## config.mk

```make
export PLATFORM = sky130hd
export DESIGN_NAME = adsr_envelope
export DESIGN_NICKNAME = d
export VERILOG_FILES = /design/src/rtl/synth_env_pkg.sv /design/src/rtl/tick_prescaler.sv /design/src/rtl/adsr_envelope.sv
export SDC_FILE = /design/constraint.sdc
export NUM_CORES = 1
export LEC_CHECK = 0
export BUFFER_PORTS_ARGS = -buffer_cell sky130_fd_sc_hd__buf_2
export CAP_MARGIN = 20
export CORE_ASPECT_RATIO = 2
export CORE_MARGIN = 3
export CORE_UTILIZATION = 35
export CTS_CLUSTER_DIAMETER = 150
export DETAILED_ROUTE_END_ITERATION = 6
export PLACE_DENSITY = 0.5
export SKIP_CTS_REPAIR_TIMING = 1
export SYNTH_ARGS = -nofsm -noshare
export SYNTH_HDL_FRONTEND = slang
export SYNTH_SLANG_ARGS = --single-unit
```

## constraint.sdc

```tcl
create_clock -name clk -period 6.96 [get_ports clk]
set_input_delay 0.696 -clock clk [delete_from_list [all_inputs] [get_ports clk]]
set_output_delay 0.696 -clock clk [all_outputs]
set_load 0.05 [all_outputs]
```

## src/rtl/synth_env_pkg.sv

```systemverilog
// Shared types and constants for the synth envelope blocks.
package synth_env_pkg;

  // Envelope phase codes, also driven out on env_state.
  typedef enum logic [2:0] {
    ST_IDLE    = 3'd0,
    ST_ATTACK  = 3'd1,
    ST_DECAY   = 3'd2,
    ST_SUSTAIN = 3'd3,
    ST_RELEASE = 3'd4
  } env_state_t;

  localparam int ENV_W            = 8;
  localparam int ENV_MAX          = 255;
  localparam int SUSTAIN_CODE_MAX = 4;

endpackage

```

## src/rtl/tick_prescaler.sv

```systemverilog
// Free-running divider producing a one-clk envelope tick every TICK_DIV clocks.
module tick_prescaler #(
  parameter int TICK_DIV = 50000
) (
  input  logic clk,
  input  logic reset,
  output logic tick
);

  localparam int CW = $clog2(TICK_DIV);
  localparam logic [CW-1:0] LAST = CW'(TICK_DIV - 1);

  logic [CW-1:0] count;

  // Count 0..TICK_DIV-1 and wrap; never re-aligned to note events.
  always_ff @(posedge clk) begin
    if (reset) begin
      count <= '0;
    end else if (count == LAST) begin
      count <= '0;
    end else begin
      count <= count + CW'(1);
    end
  end

  assign tick = (count == LAST);

endmodule

```

## src/rtl/adsr_envelope.sv

```systemverilog
// ADSR envelope generator with timed sustain, driven by a divided tick.
// Optional build macro: ADSR_RETRIGGER_EN lets a rise restart ATTACK from
// any active phase instead of only from IDLE or RELEASE.
module adsr_envelope
  import synth_env_pkg::*;
#(
  parameter int TICK_DIV           = 50000,
  parameter int SUSTAIN_UNIT_TICKS = 250,
  parameter int ATTACK_STEP        = 4,
  parameter int DECAY_STEP         = 2,
  parameter int RELEASE_STEP       = 1,
  parameter int SUSTAIN_LEVEL      = 192
) (
  input  logic             clk,
  input  logic             reset,
  input  logic             gate,
  input  logic [3:0]       sustainTime,
  output logic [ENV_W-1:0] env_level,
  output logic             env_active,
  output logic [2:0]       env_state
);

  localparam int SUS_MAX = SUSTAIN_CODE_MAX * SUSTAIN_UNIT_TICKS;
  localparam int SCW     = $clog2(SUS_MAX + 1);

  env_state_t       state_q, state_next;
  logic [ENV_W-1:0] level_q, level_next;
  logic [SCW-1:0]   sus_q, sus_next;
  logic [SCW-1:0]   sus_load;
  logic             gate_d;
  logic             tick;
  logic             rise, fall, rise_ok;
  logic [ENV_W:0]   att_sum, dec_diff, rel_diff;
  logic [2:0]       code_clamped;

  tick_prescaler #(
    .TICK_DIV(TICK_DIV)
  ) u_prescaler (
    .clk  (clk),
    .reset(reset),
    .tick (tick)
  );

  assign rise = gate & ~gate_d;
  assign fall = ~gate & gate_d;

`ifdef ADSR_RETRIGGER_EN
  assign rise_ok = 1'b1;
`else
  assign rise_ok = (state_q == ST_IDLE) || (state_q == ST_RELEASE);
`endif

  // Nine-bit intermediates expose overflow/underflow before saturating.
  assign att_sum  = {1'b0, level_q} + (ENV_W+1)'(ATTACK_STEP);
  assign dec_diff = {1'b0, level_q} - (ENV_W+1)'(DECAY_STEP);
  assign rel_diff = {1'b0, level_q} - (ENV_W+1)'(RELEASE_STEP);

  assign code_clamped = (sustainTime > 4'(SUSTAIN_CODE_MAX)) ? 3'(SUSTAIN_CODE_MAX)
                                                             : sustainTime[2:0];
  assign sus_load     = SCW'(code_clamped) * SCW'(SUSTAIN_UNIT_TICKS);

  // State, level and gate history; reset keeps sampling gate so a key held
  // through reset is not mistaken for a fresh note afterwards.
  always_ff @(posedge clk) begin
    if (reset) begin
      state_q <= ST_IDLE;
      level_q <= '0;
      sus_q   <= '0;
      gate_d  <= gate;
    end else begin
      state_q <= state_next;
      level_q <= level_next;
      sus_q   <= sus_next;
      gate_d  <= gate;
    end
  end

  // Next phase/level: gate edges win over ticks, and an edge cycle never updates the level.
  always_comb begin
    state_next = state_q;
    level_next = level_q;
    sus_next   = sus_q;
    if (fall && (state_q == ST_ATTACK || state_q == ST_DECAY || state_q == ST_SUSTAIN)) begin
      state_next = ST_RELEASE;
      sus_next   = '0;
    end else if (rise && rise_ok) begin
      state_next = ST_ATTACK;
      sus_next   = '0;
    end else if (tick) begin
      case (state_q)
        ST_ATTACK: begin
          if (att_sum >= (ENV_W+1)'(ENV_MAX)) begin
            level_next = ENV_W'(ENV_MAX);
            state_next = ST_DECAY;
          end else begin
            level_next = att_sum[ENV_W-1:0];
          end
        end
        ST_DECAY: begin
          if (dec_diff[ENV_W] || dec_diff <= (ENV_W+1)'(SUSTAIN_LEVEL)) begin
            level_next = ENV_W'(SUSTAIN_LEVEL);
            if (code_clamped == 3'd0) begin
              state_next = ST_RELEASE;
            end else begin
              state_next = ST_SUSTAIN;
              sus_next   = sus_load;
            end
          end else begin
            level_next = dec_diff[ENV_W-1:0];
          end
        end
        ST_SUSTAIN: begin
          if (sus_q <= SCW'(1)) begin
            state_next = ST_RELEASE;
            sus_next   = '0;
          end else begin
            sus_next = sus_q - SCW'(1);
          end
        end
        ST_RELEASE: begin
          if (rel_diff[ENV_W] || rel_diff == '0) begin
            level_next = '0;
            state_next = ST_IDLE;
          end else begin
            level_next = rel_diff[ENV_W-1:0];
          end
        end
        default: begin
        end
      endcase
    end
  end

  assign env_level  = level_q;
  assign env_state  = state_q;
  assign env_active = (state_q != ST_IDLE);

endmodule

```

# --- After elaboration in Yosys (flattened, before gate mapping) ---
# Index checks and enable logic that the tools add are counted.
totals:
  output_inout_bits: 12
  inputBits: 7
  wordCells: 85
  register_bits: 38
classes:
  n_lt_le_gt_ge: 4
  add_sub_neg: 5
  multipliers: 1
  n_eq_ne: 18
  reduce_logical: 26
  bitwise_logic: 6
  n_mux: 18
op_table:
  columns: ["operator", "count"]
  rows:
  - ["two-way mux 10 bit", 3]
  - ["two-way mux 3 bit", 9]
  - ["two-way mux 8 bit", 3]
  - ["case mux 8 bit (3 select lines)", 1]
  - ["case mux 10 bit (2 select lines)", 1]
  - ["AND reduction 6 bit", 3]
  - ["adder 16 x 1 -> 16 bit, second input constant", 1]
  - ["== test 16 bit, second input constant", 1]
  - ["inequality test 4 x 1 -> 1 bit, second input constant", 4]
  - ["inequality test 3 x 1 -> 1 bit, second input constant", 4]
  - ["case mux 3 bit (4 select lines)", 1]
  - ["less-or-equal comparator 10 x 1 -> 1 bit, second input constant", 1]
  - ["subtractor 10 x 1 -> 10 bit, second input constant", 1]
  - ["adder 8 x 3 -> 9 bit, second input constant", 1]
  - [">= comparator 9 x 8 -> 1 bit, second input constant", 1]
  - ["less-or-equal comparator 9 x 8 -> 1 bit, second input constant", 1]
  - ["zero test 9 bit", 1]
  - ["multiplier 3 x 7 -> 9 bit, second input constant", 1]
  - ["nonzero test 3 bit", 3]
  - ["subtractor 8 x 1 -> 9 bit, second input constant", 1]
  - ["subtractor 8 x 2 -> 9 bit, second input constant", 1]
  - ["inequality test 2 x 1 -> 1 bit, second input constant", 4]
  - ["AND reduction 4 bit", 2]
  - ["== test 3 x 2 -> 1 bit, second input constant", 2]
  - ["15 further kinds", 27]

# --- Depth between registers and ports, before layout ---
depth:
  word_depth: 9
  depth_mapped: 13
  ltp_nobuf: 13

# --- Cells and area by module ---
# A second synthesis with hierarchy kept.
unflattened:
  hier_cells: 408
  area_unflattened_um2: 3144.3
by_module_without_submodules:
  columns: ["mod", "seq_area_each_um2", "instances", "cells_per_inst", "area_per_inst_um2"]
  rows:
  - ["adsr_envelope", 440.4, 1, 327, 2433.6]
  - ["tick_prescaler", 320.3, 1, 81, 710.7]

# --- Worst setup path before layout ---
# Ideal clock, no wire load.
synth_timing:
  path_kind: "in2reg"
  startpoint: "input port sustainTime[3]"
  endpoint: "register sus_q[9]"
  cell_stages: 12
  required_ns: 6.828
  t_arrival_ns: 2.944
  setup_ns: 0.132
  slack_ns: 3.883
  cell_sequence: "nor2_1 nand2_1 fa_1 inv_1 ha_1 a21o_1 a21oi_1 o21bai_1 xnor2_1 nor2_1 o21ai_0 a21oi_1"
synth_between:
  elab_chain_len: 6
  elab_cells_between_ends: 9
  classes_between: "mul (1); order compare (1); eq/ne (1); mux (4); reduce/logical (2)"
synth_rtl:
  columns: ["item", "line", "text"]
  rows:
  - ["start: declaration", "adsr_envelope.sv:17", "input logic [3:0] sustainTime,"]
  - ["greater-than comparator 4 x 3 -> 1 bit (*)", "adsr_envelope.sv:58", "assign code_clamped = (sustainTime > 4'(SUSTAIN_CODE_MAX)) ? 3'(SUSTAIN_CODE_MAX)"]
  - ["two-way mux 3 bit (*)", "adsr_envelope.sv:58", null]
  - ["multiplier 3 x 7 -> 9 bit", "adsr_envelope.sv:60", "assign sus_load = SCW'(code_clamped) * SCW'(SUSTAIN_UNIT_TICKS);"]
  - ["two-way mux 10 bit", "adsr_envelope.sv:102", "if (code_clamped == 3'd0) begin"]
  - ["two-way mux 10 bit", "adsr_envelope.sv:100", "if (dec_diff[ENV_W] || dec_diff <= (ENV_W+1)'(SUSTAIN_LEVEL)) begin"]
  - ["case mux 10 bit (2 select lines)", "adsr_envelope.sv:90", "case (state_q)"]
  - ["end signal: assignment", "adsr_envelope.sv:73", "sus_q <= sus_next;"]
  - ["end: declaration", "adsr_envelope.sv:28", "logic [SCW-1:0] sus_q, sus_next;"]
# Every way passes the cells marked *; elsewhere a longest branch is shown, timed or not. The select of a mux whose other input is x is not followed.
# A chain may end at the register's enable or synchronous reset.

# --- Worst setup path in the final report ---
# Ends and elaborated chain as after synthesis.

==> summary.txt <==
Global route
  • Vias in the first global route: 2,819
  • Grt ovf: 0
  • Pin count of the biggest net entering global routing: 20
  • Tot GR Track Use: 0.179
  • Antenna violations before repair: 0
  • First-pass GRT wire length: 13,700 um

Worst setup path
  • Crit path DAT: 3.31 ns
  • Critical Path RT: 7.12 ns
  • Worst R2R Start: env_level[3]
  • CP max FO: 6
  • Crit start category: input port
  • CP Launch Point: sustainTime[3]
  • Flop2flop setup slack: 3.90 ns
  • Setup crit end kind: flip-flop
  • Crit path kind: input port to flip-flop

Yosys
  • Register area share after synthesis: 0.258
  • Ys async rst share: 0
  • Predominant post-synthesis flop cell: dfxtp_1
  • Synth Area per Inst: 7.69 um2
  • Syn Nets: 417
  • Seq cells post-synth: 38
  • Synth Cell Area: 2950 um2
  • Post-synthesis instance total: 384
  • Distinct cells, synth: 61
  • EDFF count, synth: 0
  • Warnings from Yosys: 0

Timing
  • Clock skew: 0.00692 ns
  • Crit share post-route: 0.452
  • Final worst slack: 3.81 ns
  • Slew headroom: 0.372
  • Fmax: 0.318 GHz
  • RSZ-0062 raised after global routing: false
  • Setup_tns: 0 ns
  • Pins Over Slew Limit: 0
  • Period minus WS final: 3.15 ns
  • Final setup viols: 0
  • Fin. Hold Viols: 0
  • Worst slew pin tran: 0.930 ns

Floorplanning
  • # IOs: 19
  • Initial Util: 0.367
  • Die Wd: 71.0 um
  • Core area: 8060 um2
  • Die Ht: 136 um
  • Cell row count: 46
  • DIE AREA: 9650 um2

Routing
  • Vias per std cell: 5.69
  • Initial DRT Pass Iterations: 4
  • # DRC: 0
  • DR vias: 2,794
  • DRT iter0 DRCs: 150
  • Avg WL per Cell: 16.7 um
  • Drt total wl: 8180 um
  • Routed Antenna Nets: 0

Pwr
  • Pwr/cell area: 161 nW/um2
  • Pleak: 0.00125 uW
  • Total chip power: 525 uW
  • VDD IR max: 0.0773 mV

Outcome
  • Outcome: complete, no violations

Placed design
  • Final RePlAce weighted congestion: 0.872
  • Final HPWL DP: 6410 um
  • Dpl ws: 3.53 ns
  • I/O Buffers: 18

Run
  • Max Cap Viol: 0

Final layout
  • Nets: 428
  • Synthesis-to-finish area growth: 10.2%
  • # diodes: 0
  • Share of cells above drive strength 1: 0.106

Clocking
  • Worst-path clk slew: 0.05 ns
  • Num CTS Buffers: 5
  • TritonCTS clock tree: done
  • Worst-Skew Late Latency: 0.28 ns
  • Clock Sinks: 38
  • Max H-tree Level: 2
  • Root Driver: clkbuf_16
  • CTS max path bufs: 2

Worst hold path
  • Min-delay src: u_prescaler.count[0]
  • Hold crit path type: flip-flop to flip-flop
cell families after synthesis:
logic type / count (synthesis) / share of synthesized area
muxes: 1 / 0.00339
AOI/OAI and AO/OA: 105 / 0.226
xor gates and xnor gates: 19 / 0.0563
DFF: 38 / 0.258
buffers and inverters: 35 / 0.0525
adders and majority gates: 26 / 0.120
and+or+nand+nor: 160 / 0.284
where the power goes:
| group | total (uW) | switching (uW) | leakage (uW) | internal [uW] |
|---|---|---|---|---|
| logic | 39.1 | 23.6 | 0.000865 | 15.5 |
| registers | 222 | 2.00 | 0.000307 | 220 |
| clock network | 265 | 87.9 | 0.0000829 | 177 |
final timing paths:
check                                       endpoint  depth (start not counted)
worst max-delay path                        sus_q[9]                         13
worst min-delay path            u_prescaler.count[0]                          1
worst max register to register          env_state[0]                          8
worst min register to register  u_prescaler.count[0]                          1
layout by cell type (no fill, tap or decap), types with 2 or more instances in the layout:
cell       count
a211oi_1       4
a21o_1         3
a21oi_1       35
a31oi_1        2
a32o_1         2
a32oi_1        2
and2b_2        3
and3_1         3
buf_2         18
clkbuf_16      5
dfxtp_1       38
fa_1           4
ha_1          22
inv_1         21
nand2_1       39
nand2b_1       7
nand3_1       15
nand3b_1       2
nand4_1        5
nor2_1        36
nor2_2         2
nor2b_1        4
nor3_1        14
nor4_1         7
o2111ai_1      2
o211ai_1       6
o21ai_0       24
o221ai_1       2
o22ai_1        4
o31ai_1        5
or2_2          4
or3_1          9
or4_1          2
xnor2_1        8
xor2_1        11
synth_stat cells, drive strengths merged (2+ instances only):
master    n  area, um2
a211oi    4       30.0
a21boi    2       18.8
a21o      3       22.5
a21oi    35        175
a31oi     2       12.5
a32o      2       20.0
a32oi     2       17.5
and2b     3       26.3
and3      4       26.3
buf       4       28.8
clkbuf   10       47.5
dfxtp    38        761
fa        4       80.1
ha       22        275
inv      21       78.8
nand2    39        146
nand2b    7       43.8
nand3    15       75.1
nand3b    2       15.0
nand4     5       31.3
nor2     38        148
nor2b     4       25.0
nor3     14       70.1
nor4      8       65.1
o2111ai   2       17.5
o211ai    6       45.0
o21ai    25        129
o221ai    2       17.5
o22ai     4       25.0
o31ai     5       37.5
or2       4       25.0
or3       9       56.3
or4       2       15.0
xnor2     8       70.1
xor2     11       96.3
layout make-up:
cell class,instances,area [um2]
flip-flops and latches,38,761
inverters,21,78.8
clock inverters,1,30.0
repair buffers,18,90.1
fillers,878,4800
multi-input cells,311,2040
well taps,96,120
clock buffers,6,139
registers in the layout, summed over array words and instances (netlist names):
name	count
env_level	8
env_state	3
gate_d	1
sus_q	10
u_prescaler.count	16
metal layers:
layer | vias to the layer above | track usage | wire length, um
met1 | 1309 | 0.179 | 3050
met5 | - | 0 | 0
li1 | 1399 | - | -
met4 | 0 | 0.114 | 337
met2 | 65 | 0.338 | 4540
met3 | 21 | 0.0237 | 249
worst max-delay path, stage by stage:
cell and delay (ns):
buf_2 0.09, nor2_1 0.36, nand2_1 0.28, fa_1 0.62, inv_1 0.10, ha_1 0.31
a21o_1 0.18, a21oi_1 0.15, o21bai_1 0.09, xnor2_1 0.14, nor2_1 0.05, o21ai_0 0.17
a21oi_1 0.08
stage by stage:
stage                     instances   util  area, um2  hold slack, ns
after floorplan                 384      -       2950           0.418
after global placement          484  0.383       3090           0.436
after detailed placement        484  0.383       3090           0.444
after CTS                       491  0.404       3260           0.453
after global routing            491  0.404       3260           0.481
final                           491  0.404       3260           0.448
Note: power is estimated with default switching activity, not from simulation.
